--- config.mk ---
export PLATFORM = sky130hd
export DESIGN_NAME = muldiv_sequencer
export DESIGN_NICKNAME = d
export VERILOG_FILES = /design/src/rtl/muldiv_sequencer.sv
export SDC_FILE = /design/constraint.sdc
export NUM_CORES = 1
export LEC_CHECK = 0
export ABC_CLOCK_PERIOD_IN_PS = 4400
export BUFFER_PORTS_ARGS = -buffer_cell sky130_fd_sc_hd__buf_2
export CORE_MARGIN = 2
export CORE_UTILIZATION = 44
export CTS_CLUSTER_DIAMETER = 30
export DETAILED_ROUTE_END_ITERATION = 7
export PLACE_DENSITY = 0.74
export SLEW_MARGIN = 20
export SYNTH_ARGS = -nofsm -noshare
export SYNTH_HDL_FRONTEND = slang
export SYNTH_SLANG_ARGS = --single-unit
--- constraint.sdc ---
create_clock -name clk -period 4.4 [get_ports clk]
set_input_delay 0.66 -clock clk [delete_from_list [all_inputs] [get_ports clk]]
set_output_delay 0.66 -clock clk [all_outputs]
set_load 0.03 [all_outputs]
--- src/rtl/muldiv_sequencer.sv ---
// Iterative RV32M multiply/divide unit: radix-2 shift-add multiply and restoring divide, one bit per cycle.
// Optional build macro MULDIV_EARLY_OUT_EN: divide-by-zero and signed overflow finish straight from IDLE.
module muldiv_sequencer #(
    parameter int XLEN = 32
) (
    input  logic            clk,
    input  logic            reset,
    input  logic            start,
    input  logic [2:0]      funct3,
    input  logic [XLEN-1:0] srca,
    input  logic [XLEN-1:0] srcb,
    input  logic            flush,
    output logic            stall,
    output logic            busy,
    output logic            done,
    output logic [XLEN-1:0] result
);

    typedef enum logic [1:0] {
        IDLE = 2'd0,
        RUN  = 2'd1,
        DONE = 2'd2
    } state_t;

    localparam int CW = $clog2(XLEN);
    localparam logic [CW-1:0] LAST = CW'(XLEN - 1);

    state_t          state, next_state;
    logic [CW-1:0]   count;
    logic [2:0]      op;
    logic            neg;
    logic            div_zero;
    logic [XLEN-1:0] opnd;
    logic [2*XLEN-1:0] acc;
    logic [XLEN-1:0] result_q;

    // Operand decode on the live inputs, captured while IDLE.
    logic            a_signed_op, b_signed_op, sa, sb, accept, early;
    logic            div_zero_in, neg_in;
    logic [XLEN-1:0] a_mag, b_mag;

    assign a_signed_op = (funct3 == 3'b001) || (funct3 == 3'b010) ||
                         (funct3 == 3'b100) || (funct3 == 3'b110);
    assign b_signed_op = (funct3 == 3'b001) || (funct3 == 3'b100) || (funct3 == 3'b110);
    assign sa          = a_signed_op & srca[XLEN-1];
    assign sb          = b_signed_op & srcb[XLEN-1];
    assign a_mag       = sa ? -srca : srca;
    assign b_mag       = sb ? -srcb : srcb;
    // Remainder follows the dividend's sign; products and quotients follow sa^sb.
    assign neg_in      = (funct3[2] & funct3[1]) ? sa : (sa ^ sb);
    assign div_zero_in = funct3[2] && (srcb == '0);
    assign accept      = start & ~flush;

`ifdef MULDIV_EARLY_OUT_EN
    logic            ovf_in;
    logic [XLEN-1:0] early_result;

    assign ovf_in = funct3[2] && !funct3[0] &&
                    (srca == {1'b1, {(XLEN-1){1'b0}}}) && (srcb == '1);
    assign early  = accept & (div_zero_in | ovf_in);
    always_comb begin
        if (div_zero_in) early_result = funct3[1] ? srca : '1;
        else             early_result = funct3[1] ? '0 : srca;
    end
`else
    assign early = 1'b0;
`endif

    // One iteration of either loop; acc holds {partial product | remainder, multiplier | quotient}.
    logic [XLEN:0]     mul_sum, div_trial;
    logic [2*XLEN-1:0] mul_next, div_next, acc_next, prod;
    logic [XLEN-1:0]   quo, rem, final_value;

    assign mul_sum   = {1'b0, acc[2*XLEN-1:XLEN]} + (acc[0] ? {1'b0, opnd} : '0);
    assign mul_next  = {mul_sum, acc[XLEN-1:1]};
    assign div_trial = acc[2*XLEN-1:XLEN-1] - {1'b0, opnd};
    assign div_next  = div_trial[XLEN] ? {acc[2*XLEN-2:0], 1'b0}
                                       : {div_trial[XLEN-1:0], acc[XLEN-2:0], 1'b1};
    assign acc_next  = op[2] ? div_next : mul_next;

    assign prod = neg ? -acc_next : acc_next;
    assign quo  = acc_next[XLEN-1:0];
    assign rem  = acc_next[2*XLEN-1:XLEN];

    always_comb begin
        final_value = prod[XLEN-1:0];
        case (op)
            3'b000:                 final_value = prod[XLEN-1:0];
            3'b001, 3'b010, 3'b011: final_value = prod[2*XLEN-1:XLEN];
            3'b100, 3'b101:         final_value = div_zero ? '1 : (neg ? -quo : quo);
            default:                final_value = neg ? -rem : rem;
        endcase
    end

    // NOTE: state and datapath registers use non-blocking assignments so every
    // flop samples pre-edge values regardless of block ordering.
    always_ff @(posedge clk) begin
        if (reset) state <= IDLE;
        else       state <= next_state;
    end

    // NOTE: next_state gets a default before the case so no path leaves it
    // unassigned, which would otherwise infer a latch.
    always_comb begin
        next_state = state;
        case (state)
            IDLE:    if (accept) next_state = early ? DONE : RUN;
            RUN:     if (count == LAST) next_state = DONE;
            DONE:    next_state = IDLE;
            default: next_state = IDLE;
        endcase
        if (flush) next_state = IDLE;
    end

    // NOTE: every datapath register is reset, so a reset mid-op leaves no
    // trace of the aborted operation.
    always_ff @(posedge clk) begin
        if (reset) begin
            count    <= '0;
            op       <= '0;
            neg      <= 1'b0;
            div_zero <= 1'b0;
            opnd     <= '0;
            acc      <= '0;
            result_q <= '0;
        end else begin
            case (state)
                IDLE: begin
                    op       <= funct3;
                    neg      <= neg_in;
                    div_zero <= div_zero_in;
                    opnd     <= funct3[2] ? b_mag : a_mag;
                    acc      <= {{XLEN{1'b0}}, (funct3[2] ? a_mag : b_mag)};
                    count    <= '0;
`ifdef MULDIV_EARLY_OUT_EN
                    if (early) result_q <= early_result;
`endif
                end
                RUN: begin
                    if (!flush) begin
                        acc   <= acc_next;
                        count <= count + 1'b1;
                        if (count == LAST) result_q <= final_value;
                    end
                end
                default: ;
            endcase
        end
    end

    assign stall  = ((state == IDLE) & accept) | (state == RUN);
    assign busy   = (state == RUN) | (state == DONE);
    assign done   = (state == DONE);
    assign result = result_q;

endmodule
# After elaboration in Yosys (flattened, before gate mapping)

Cells that the tools add are included.

Register bits: 140
Latch bits: 0
Bits in writable memories: 0
ROM bits: 0
Bits of input ports: 71
Memories kept: 0

Add/sub/neg operators: 8
Multipliers: 0
Divide/modulo/power cells: 0
$lt $le $gt $ge: 0
Equality and inequality tests: 15
Shift operators: 0
Mux-type cells: 20
Bitwise operators: 9
Reduce and logical (&&, ||, !) cells: 16

Operators with widths:

| kind                                                            | count |
|---|---|
| 32-bit two-way mux                                              | 8 |
| 64-bit two-way mux                                              | 4 |
| 32-bit negation                                                 | 4 |
| 64-bit one-hot mux with 2 select lines                          | 1 |
| 32-bit one-hot mux with 3 select lines                          | 1 |
| 64-bit negation                                                 | 1 |
| 32-bit by 32-bit adder with 33-bit output                       | 1 |
| 33-bit by 32-bit subtractor with 33-bit output                  | 1 |
| 32-bit logical NOT                                              | 1 |
| 3-bit == test, second input constant                            | 4 |
| 5-bit one-hot mux with 2 select lines                           | 1 |
| 3-bit by 2-bit == test with 1-bit output, second input constant | 3 |
| 3-bit by 1-bit == test with 1-bit output, second input constant | 2 |
| 2-bit != test, second input constant                            | 3 |
| 5-bit by 1-bit adder with 5-bit output, second input constant   | 1 |
| 1-bit bitwise AND                                               | 5 |
| 5-bit == test, second input constant                            | 1 |
| 1-bit logical OR                                                | 5 |
| 5-bit two-way mux                                               | 1 |
| 2-bit two-way mux                                               | 2 |
| 2-bit one-hot mux with 2 select lines                           | 1 |
| 2-bit AND reduction                                             | 2 |
| 2-bit OR reduction                                              | 2 |
| 3-bit logical NOT                                               | 1 |
| 11 further kinds                                                | 12 |

# Longest topological paths before layout

Gate-level depths: netlist of the first run.

Word-level depth: 8
Gate-level depth with buffers: 21
Mapped depth without buffers: 21

# Worst setup path after synthesis of the first run

No wires, ideal clock.

Path kind: reg-to-reg
Start: register acc[0]
End: register result_q[30] (netlist: result[30])
Arrival time: 4,494 ps
Data required time: 4,285 ps
Setup slack: -210 ps
Cell stages (with the launch flop): 19
Path buffers: 1
Cells stage by stage: dfxtp_1 clkbuf_1 and2_1 ha_1 inv_1 fa_1 nand2b_1 a21oi_1 o211a_1 o21ai_1 a21boi_0 nor3_1 a311oi_2 or4b_4 or4b_4 o41ai_2 xor2_1 o21ai_1 and3_1

Longest elaborated chain between the ends: 6

Ends and longest elaborated chain:

| element                                                                         | line   | source |
|---|---|---|
| start: declaration                                                              | 34     | `logic [2*XLEN-1:0] acc;` |
| start signal: assignment                                                        | 133    | `acc <= {{XLEN{1'b0}}, (funct3[2] ? a_mag : b_mag)};` |
| start signal: assignment                                                        | 141    | `acc <= acc_next;` |
| 32-bit two-way mux or 64-bit two-way mux (tied branches)                        | 74, 77 |  |
| 32-bit by 32-bit adder with 33-bit output or 64-bit two-way mux (tied branches) | 74, 79 |  |
| 64-bit two-way mux (*)                                                          | 79     | `assign acc_next = op[2] ? div_next : mul_next;` |
| 64-bit negation, or another cell as far along                                   | 81     | `assign prod = neg ? -acc_next : acc_next;` |
| 64-bit two-way mux, or another cell as far along                                | 81     |  |
| 32-bit one-hot mux with 3 select lines (*)                                      | 87     | `case (op)` |
| end signal: assignment                                                          | 143    | `if (count == LAST) result_q <= final_value;` |
| end: declaration                                                                | 35     | `logic [XLEN-1:0] result_q;` |

Every way passes the cells marked *; elsewhere a longest branch is shown, timed or not.
A chain may end at the register's enable or synchronous reset.

# Worst setup path after layout of the first run

Start: register opnd[4]
End: register result_q[30] (netlist: result[30])

Longest elaborated chain between the ends: 7

Ends and longest elaborated chain:

| element                                        | line | source |
|---|---|---|
| start: declaration                             | 33   | `logic [XLEN-1:0] opnd;` |
| start signal: assignment                       | 132  | `opnd <= funct3[2] ? b_mag : a_mag;` |
| 33-bit by 32-bit subtractor with 33-bit output | 76   | `assign div_trial = acc[2*XLEN-1:XLEN-1] - {1'b0, opnd};` |
| 64-bit two-way mux                             | 77   | `assign div_next = div_trial[XLEN] ? {acc[2*XLEN-2:0], 1'b0}` |
| 64-bit two-way mux (*)                         | 79   |  |
| 32-bit negation                                | 90   | `3'b100, 3'b101: final_value = div_zero ? '1 : (neg ? -quo : quo);` |
| 32-bit two-way mux (2 in series)               | 90   |  |
| 32-bit one-hot mux with 3 select lines (*)     | 87   |  |

Marks and branches as above.

==> results of run 1 <==
-- per-layer routing --
| metal | routed length [µm] | part of all wire (%) | vias to the layer above | GRT usage (%) |
|---|---|---|---|---|
| met4 | 4450 | 7.0 | 0 | 21.2 |
| met3 | 5630 | 8.8 | 232 | 4.08 |
| met1 | 25500 | 40 | 8787 | 44.4 |
| met2 | 28200 | 44 | 1083 | 54.5 |
| li1 | - | - | 8602 | - |
| met5 | 0 | 0 | - | 0 |
-- area by class of cell --
cell class	count	area [µm²]
repair buffers	430	3010
flip-flops and latches	140	2810
well taps	455	569
clock buffers	18	439
inverters	65	244
fillers	3206	14800
multi-input cells	1849	12300
clock inverters	14	171
-- cells in the mapped netlist (all sizes together), types with 10 or more instances --
cell type / count / area [µm²]
nor2: 273 / 1020
nand2: 237 / 892
a21oi: 221 / 1130
o21ai: 163 / 820
dfxtp: 140 / 2800
clkbuf: 112 / 420
xnor2: 101 / 885
mux2i: 74 / 741
ha: 72 / 901
xor2: 71 / 622
nor3: 66 / 330
inv: 63 / 236
and2: 48 / 300
a211oi: 33 / 253
nand3: 33 / 165
o211ai: 31 / 233
buf: 30 / 145
a22oi: 28 / 210
o31ai: 28 / 210
nand4: 27 / 169
a31oi: 24 / 150
or3: 24 / 150
a21o: 20 / 150
nand2b: 20 / 125
o221ai: 20 / 175
nor4: 16 / 115
o41ai: 16 / 155
and3: 15 / 93.8
nor2b: 15 / 93.8
a221oi: 12 / 111
a211o: 10 / 87.6
-- worst paths after layout --
kind	startpoint	to	slack, ps	depth (start not counted)
setup / recovery	opnd[4]$_SDFFE_PP0P_	result[30]$_SDFFE_PP0P_	-40	17
hold / removal	result[24]$_SDFFE_PP0P_	result[24]$_SDFFE_PP0P_	450	2
setup reg to reg	opnd[4]$_SDFFE_PP0P_	result[30]$_SDFFE_PP0P_	-40	17
hold reg to reg	result[24]$_SDFFE_PP0P_	result[24]$_SDFFE_PP0P_	450	2
-- sequential cells by signal (all words and copies together) (netlist names) --
name / count
opnd: 32
op: 3
count: 5
acc: 64
result: 32
state: 2
neg: 1
div_zero: 1
-- kinds of logic (layout without fill, tap and decap cells) --
family	after synthesis	count (layout)
flops	140	140
simple gates	817	817
mux	81	81
compound gates	705	705
buf+inv	207	527
fa+ha+maj	74	74
xor+xnor	172	172
-- timing repair --
action | 4_1_cts | 5_1_grt
hold endpoints to repair | 0 | 0
pin swaps | 11 | 28
gates resized for setup | 32 | 89
setup buffers | 5 | 5
endpoints found under the setup margin | 15 | 27
-- power by group --
| group | total [µW] | switching, µW | internal (µW) |
|---|---|---|---|
| Combinational | 2090 | 1270 | 822 |
| Sequential | 1420 | 79.6 | 1340 |
| Clock | 1560 | 690 | 875 |
| Total | 5070 | 2030 | 3030 |
-- worst max-delay path: stages, from the launching register on --
cell and delay, ps:
dfxtp_1 390, inv_1 70, ha_1 350, o211ai_1 120, a21o_1 270, a211o_1 390, a31oi_4 230, xnor2_1 160
buf_4 150, nand4_1 100, o211a_2 190, or4b_4 530, or4b_4 580, buf_6 150, o41ai_4 220, xor2_1 190
o21ai_1 70, and3_1 160
-- metrics by stage --
step / cell area [µm²] / setup TNS [ps]
after floorplan: 15300 / 0
after global placement: 18200 / -236
after detailed placement: 18200 / -1010
after CTS: 19000 / -0.501
after global routing: 19500 / -1190
final: 19500 / -35.1
==> results.toml, run 1 <==
[final_layout]
n_antenna_cell = 0
final_cell_mix = "buf_4 (322), nor2_1 (262), nand2_1 (236)"
drive_gt1_share_pct = 23.7
final_common_cell = "buf_4"
stdcell_count = 2971
syn2layout_area_growth_pct = 28.1
utilization_pct = 56.9
fin_nets = 2648

[detailed_routing]
drt-initial-drc-count = 2190
dr_total_vias = 18704
wl_mm = 63.7
wl_per_cell_um = 21.4
route.detailed.drc = 0
drt_first_pass_iters = 5
ant_nets = 0
vias_per_cell = 6.30

[floorplan]
ios = 106
rows = 68
dieArea_um2 = 36100
coreArea_um2 = 34300
die_h_um = 190
die_width_um = 190
initial_core_util_pct = 44.4

[clock_network]
cts_inserted_buffers = 17
clk_latency_ps = 450
clk_path_buf_depth = 2
clock-root-buffer = "clkbuf_16"
cts_hold_buf = 0
cts_max_level = 4
cts.clk_slew.worst_paths_ps = 80
cts_tree = "built"
clock-sinks = 140

[setup_path]
crit_type = "flip-flop to flip-flop"
arrival_ps = 4790
end_kind = "flip-flop"
crit_fanout = 6
crit_required_ps = 4750
start_kind = "flip-flop"

[sta]
finalHoldViolCount = 0
setup_ws_ps = -35.1
fmax_ghz = 0.225
period_share_pct = 101
slew_viol_final = 0
slew_headroom_pct = 25.9
worstMarginPinSlew_ps = 1110
layout_min_cycle_time_ps = 4440
finClkSkew_ps = 17.6
rsz0062_at_grt = "true"
whs_ps = 447
setup_viol = 1

[global_route]
grt_pass1_wl_mm = 96.6
grt_overflow = 0
gr-usage-all-layers_pct = 34.3
grt_max_degree = 128
grt_pass1_vias = 17177
antenna_found_initial = 0

[power_and_ir_drop]
power.density_nw_per_um2 = 260
fin_total_pwr_uw = 5070
peakVddDrop_uv = 263
p_leak_uw = 0.00837

[logic_synthesis]
netlist_instances = 2196
netlist_area_um2 = 15200
syn_avg_cell_area_um2 = 6.94
syn_nets = 2341
synth_async_sr_flop_share_pct = 0
synth_seq_cells = 140
yosysSeqAreaShare_pct = 18.4
synth-xor-area-share_pct = 9.89
synth-simple-area-share_pct = 25.0
yosys.area_share.adder_pct = 6.18
yosys_warnings = 0
synthMuxAreaShare_pct = 5.38
ys_types = 91
synthFlopType = "dfxtp_1"
synth_top_family_by_area = "compound AO/OA/AOI/OAI gates"
synth_compound_area_share_pct = 29.9
synth_edf_count = 0

[placement]
dp_slack_ps = -166
portBuffers = 105
dp.cells = 2929
place_hpwl_mm = 49.5
place_congestion = 1.03

[outcome]
violations = "negative setup slack"
outcome = "finished with violations"

[flow_run]
maxCapViolCount = 0

[hold_path]
hold_path_class = "flip-flop to flip-flop"
Power figures use the tool's default switching activity.
==> inputs of run 2 (changes only) <==
CORE_UTILIZATION = 42   (was 44)
PLACE_DENSITY = 0.71   (was 0.74)
==> results.toml, run 2 (synthesized netlist as in run 1, its figures left out) <==
[setup_path]
ff2ff_path_depth = 18
crit_required_ps = 4770
arrival_ps = 4760
crit_type = "flip-flop to flip-flop"
crit_fanout = 4
cpMostUsedCell = "buf_4"
reg2reg_from = "acc[34]$_SDFFE_PP0P_"
end_kind = "flip-flop"
slowest_stage = "or4b_4"
r2r_end = "result[30]$_SDFFE_PP0P_"
path_cells = "buf_4 > ha_1 > buf_4 > nor2_1 > a21oi_4 > buf_4 > o211a_4 > o21a_2 > nor3b_2 > nor3_2 > a311oi_4 > or4b_4 > or4b_4 > buf_4 > o41ai_4 > xor2_1 > o21ai_1 > and3_1"
max_stage_delay_ps = 570
r2r_slack_ps = 4
start_kind = "flip-flop"

[sta]
finClkSkew_ps = 22.9
worstMarginPinSlew_ps = 1180
fmax_ghz = 0.227
finalHoldViolCount = 0
slew_headroom_pct = 20.8
slew_viol_final = 0
period_share_pct = 99.9
rsz0062_at_grt = "true"
tns_ps = 0
layout_min_cycle_time_ps = 4400
setup_viol = 0

[clock_network]
cts_inserted_buffers = 17
cts_hold_buf = 0
clock-sinks = 140
clock-root-buffer = "clkbuf_16"
cts_tree = "built"
clk_latency_ps = 480
cts.clk_slew.worst_paths_ps = 70
clk_path_buf_depth = 2
cts_max_level = 4

[global_route]
grt_pass1_wl_mm = 99.9
grt_pass1_vias = 17551
busiest_layer = "met2"
grt.met2_usage_pct = 54.4
use_met1_pct = 42.3
gr-usage-all-layers_pct = 34.0
gr-usage-met3_pct = 5.07
antenna_found_initial = 1
grt_max_degree = 128
grt_overflow = 0

[final_layout]
stdcell_count = 3029
largest_reg_flops = 64
multiInputGateArea_um2 = 12700
final_cell_mix = "buf_4 (372), nor2_1 (264), nand2_1 (232)"
fin_nets = 2700
top_register = "acc"
syn2layout_area_growth_pct = 33.1
regArea_um2 = 2820
final.fill_count = 3370
utilization_pct = 56.9
final_common_cell = "buf_4"
drive_gt1_share_pct = 27.8
fin_area_um2 = 20300

[detailed_routing]
dr_total_vias = 18738
ant_nets = 0
vias_per_cell = 6.19
wl_mm = 66.7
wl_per_cell_um = 22.0
drt_first_pass_iters = 6
drt-initial-drc-count = 1789
route.detailed.drc = 0

[hold_path]
holdPathEnd = "state[0]$_SDFFE_PP0P_"
hold_start = "flush"
whs_path_depth = 2
hold_path_class = "input pin to flip-flop"

[floorplan]
coreArea_um2 = 35700
die_width_um = 194
die_h_um = 194
rows = 69
ios = 106
dieArea_um2 = 37800
initial_core_util_pct = 42.7

[power_and_ir_drop]
power.density_nw_per_um2 = 252
fin_total_pwr_uw = 5110
peakVddDrop_uv = 292
p_leak_uw = 0.00868

[placement]
place_hpwl_mm = 52.1
portBuffers = 105
place_congestion = 1.08
place_area_um2 = 18500
dp.cells = 2980

[flow_run]
maxCapViolCount = 0

[outcome]
outcome = "finished, final reports clean"
run 2: changes by cell type in the layout (fill, tap and decap cells not counted), sizes merged:
cell / previous run / this run
diode: 0 / 1
inv: 71 / 72
buf: 430 / 482
clkbuf: 18 / 17
bufinv: 2 / 1
run 2: how the worst max path moves through the flow:
stage                                    endpoint  cells after the start  slack [ps]                   from
after floorplan           result[24]$_SDFFE_PP0P_                     20          10   acc[31]$_SDFFE_PP0P_
after global placement    result[27]$_SDFFE_PP0P_                     18        -140  opnd[25]$_SDFFE_PP0P_
after detailed placement  result[26]$_SDFFE_PP0P_                     19        -240  opnd[31]$_SDFFE_PP0P_
after CTS                  result[6]$_SDFFE_PP0P_                     23           5  opnd[11]$_SDFFE_PP0P_
after global routing       result[6]$_SDFFE_PP0P_                     21        -110  opnd[17]$_SDFFE_PP0P_
final                     result[30]$_SDFFE_PP0P_                     18           4   acc[34]$_SDFFE_PP0P_
run 2: what timing repair did:
item                                   4_1_cts  5_1_grt
pin swaps                                   17       46
setup endpoints to repair                   21       28
gates resized for setup                     60      156
buffers inserted                             6       13
endpoints found under the hold margin        0        0
cloned                                       0        0
run 2: layer usage:
metal / vias to the layer above / routed length (µm)
li1: 8721 / -
met1: 8854 / 27100
met2: 940 / 29600
met3: 223 / 5040
met4: 0 / 4940
met5: - / 0
run 2: power by group:
group / total, µW / switching [µW] / internal, µW
registers: 1420 / 83.3 / 1340
logic: 2190 / 1300 / 885
clock network: 1500 / 702 / 799
run 2: area by class of cell:
type	count	share of cell area, %
antenna	1	0.0123
clock buffer	17	2.10
clock inverter	14	0.740
inverter	65	1.20
multi-input combinational	1849	62.4
sequential	140	13.9
tap	461	2.84
timing repair buffer	482	16.8
run 2: through the flow:
step / hold WS (ps) / setup slack (ps)
floorplan: 454 / 11.8
global placement: 439 / -139
detailed placement: 447 / -244
CTS: 427 / 5.39
global route: 456 / -110
finish: 434 / 4.33
run 2: worst max-delay path: cells and delay by family (launching register included):
kind | cells | cell delay (ps)
and+or+nand+nor | 6 | 1710
AOI/OAI and AO/OA | 6 | 1110
buffers and inverters | 4 | 660
DFF | 1 | 340
adders and majority gates | 1 | 270
xor gates and xnor gates | 1 | 180
==> inputs of run 3 (changes only) <==
ABC_CLOCK_PERIOD_IN_PS = 4800   (was 4400)
PLACE_DENSITY = 0.69   (was 0.71)
clock period = 4.8 ns   (was 4.4 ns; I/O delays follow)
==> results.toml, run 3 (synthesized netlist as in run 1, its figures left out) <==
[detailed_routing]
ant_nets = 0
vias_per_cell = 6.26
drt-initial-drc-count = 1618
wl_mm = 64.3
wl_per_cell_um = 22.8
route.detailed.drc = 0
dr_total_vias = 17641
drt_first_pass_iters = 6

[setup_path]
slowest_stage = "or4b_4"
path_cells = "inv_1 > fa_1 > nand2b_2 > a21oi_4 > o211ai_1 > nor3b_4 > buf_4 > a21boi_4 > xor2_1 > o211a_2 > or4b_4 > or4b_4 > o41ai_4 > xor2_1 > o21ai_1 > and3_1"
start_kind = "flip-flop"
arrival_ps = 4960
end_kind = "flip-flop"
crit_type = "flip-flop to flip-flop"
max_stage_delay_ps = 590
critical_path.top_delay_family = "simple AND/OR/NAND/NOR gates"
crit_buf_inv = 2
crit_required_ps = 5150
crit_fanout = 5

[final_layout]
largest_reg_flops = 64
n_antenna_cell = 0
drive_gt1_share_pct = 16.2
utilization_pct = 50.1
stdcell_count = 2818
final_common_cell = "nor2_1"
regArea_um2 = 2810
top_register = "acc"
multiInputGateArea_um2 = 11800
final.fill_count = 3600
final_cell_mix = "nor2_1 (265), nand2_1 (235), a21oi_1 (210)"
fin_nets = 2489
syn2layout_area_growth_pct = 17.3

[placement]
place_hpwl_mm = 51.0
place_congestion = 1.04
portBuffers = 105
dp.cells = 2784

[clock_network]
cts_tree = "built"
cts_hold_buf = 0
clock-root-buffer = "clkbuf_16"
clk_latency_ps = 460
cts.clk_slew.worst_paths_ps = 60
cts_inserted_buffers = 17
clk_path_buf_depth = 2
cts_max_level = 4
clock-sinks = 140

[global_route]
grt_max_degree = 90
grt_pass1_wl_mm = 97.0
grt_overflow = 0
grt_pass1_vias = 16444
antenna_found_initial = 1
gr-usage-all-layers_pct = 33.3

[power_and_ir_drop]
p_leak_uw = 0.00753
fin_total_pwr_uw = 4440
peakVddDrop_uv = 293
p_int_uw = 2650
power.density_nw_per_um2 = 248
power_frac_clock_pct = 31.7
seq_power_share_pct = 29.4
pwr-share-comb_pct = 38.9
switching_share_pct = 40.4
power.switching_uw = 1790

[floorplan]
coreArea_um2 = 35700
rows = 69
die_h_um = 194
ios = 106
initial_core_util_pct = 42.7
dieArea_um2 = 37800
die_width_um = 194

[sta]
setup_viol = 0
fmax_ghz = 0.217
slew_headroom_pct = 30.5
period_share_pct = 96.2
whs_ps = 437
layout_min_cycle_time_ps = 4620
slew_viol_final = 0
worstMarginPinSlew_ps = 1030
finalHoldViolCount = 0
finClkSkew_ps = 24.0

[hold_path]
hold_path_class = "flip-flop to flip-flop"

[outcome]
outcome = "finished, final reports clean"

[flow_run]
maxCapViolCount = 0
run 3: cell count changes in the layout (fill, tap and decap cells not counted), moves of 8 or more:
| cell | delta |
|---|---|
| a21oi_1 | +19 |
| a21oi_2 | -15 |
| buf_4 | -206 |
| dfxtp_1 | +9 |
| dfxtp_2 | -8 |
| ha_1 | +27 |
| ha_4 | -24 |
| o21ai_0 | +19 |
| o21ai_1 | -9 |
| o21ai_2 | -9 |
run 3: per-stage QoR:
step	setup TNS [ps]	setup slack (ps)	instance area, µm²
2_1_floorplan	0	190	15200
3_3_place_gp	0	6.38	17100
3_5_place_dp	-26.0	-26.0	17100
4_1_cts	0	47.3	17700
5_1_grt	-53.3	-23.1	17900
6_report	0	184	17900
run 3: per-layer routing:
| metal | up-vias | track usage [%] | wire, µm |
|---|---|---|---|
| met5 | - | 0 | 0 |
| met2 | 778 | 52.5 | 28300 |
| met1 | 8393 | 42.9 | 27300 |
| met3 | 178 | 4.41 | 4210 |
| met4 | 0 | 21.2 | 4440 |
| li1 | 8292 | - | - |
run 3: power groups by stage:
stage,sequential [µW],clock [µW],combinational [µW]
2_1_floorplan,1290,0,1050
6_report,1310,1410,1730
4_1_cts,1300,1410,1660
5_1_grt,1310,1460,1850
3_5_place_dp,1330,0,1650
3_3_place_gp,1320,0,1640
run 3: area by class of cell:
class                           count  area share (%)
Clock buffer                       19            2.48
Inverter                           65            1.36
Timing Repair Buffer              271            10.1
Tap cell                          461            3.23
Clock inverter                     13           0.868
Multi-Input combinational cell   1849            66.3
Sequential cell                   140            15.7
run 3: worst register-to-register path, delay by kind of cell, from the launching register on:
family | cells | cell delay [ps]
buffers and inverters | 2 | 350
adders and majority gates | 1 | 470
and+or+nand+nor | 5 | 1690
xor gates and xnor gates | 2 | 310
DFF | 1 | 510
AOI/OAI and AO/OA | 6 | 1170
run 3: worst paths after layout:
kind | from | to | slack, ps | cells after the start
worst max-delay path | acc[33]$_SDFFE_PP0P_ | result[30]$_SDFFE_PP0P_ | 180 | 16
worst min-delay path | result[11]$_SDFFE_PP0P_ | result[11]$_SDFFE_PP0P_ | 440 | 2
worst max register to register | acc[33]$_SDFFE_PP0P_ | result[30]$_SDFFE_PP0P_ | 180 | 16
worst min register to register | result[11]$_SDFFE_PP0P_ | result[11]$_SDFFE_PP0P_ | 440 | 2
run 3: timing repair:
| action | 4_1_cts | 5_1_grt |
|---|---|---|
| endpoints found under the setup margin | 2 | 21 |
| setup buffers | 0 | 2 |
| resized for setup | 2 | 50 |
| pin swaps | 0 | 7 |
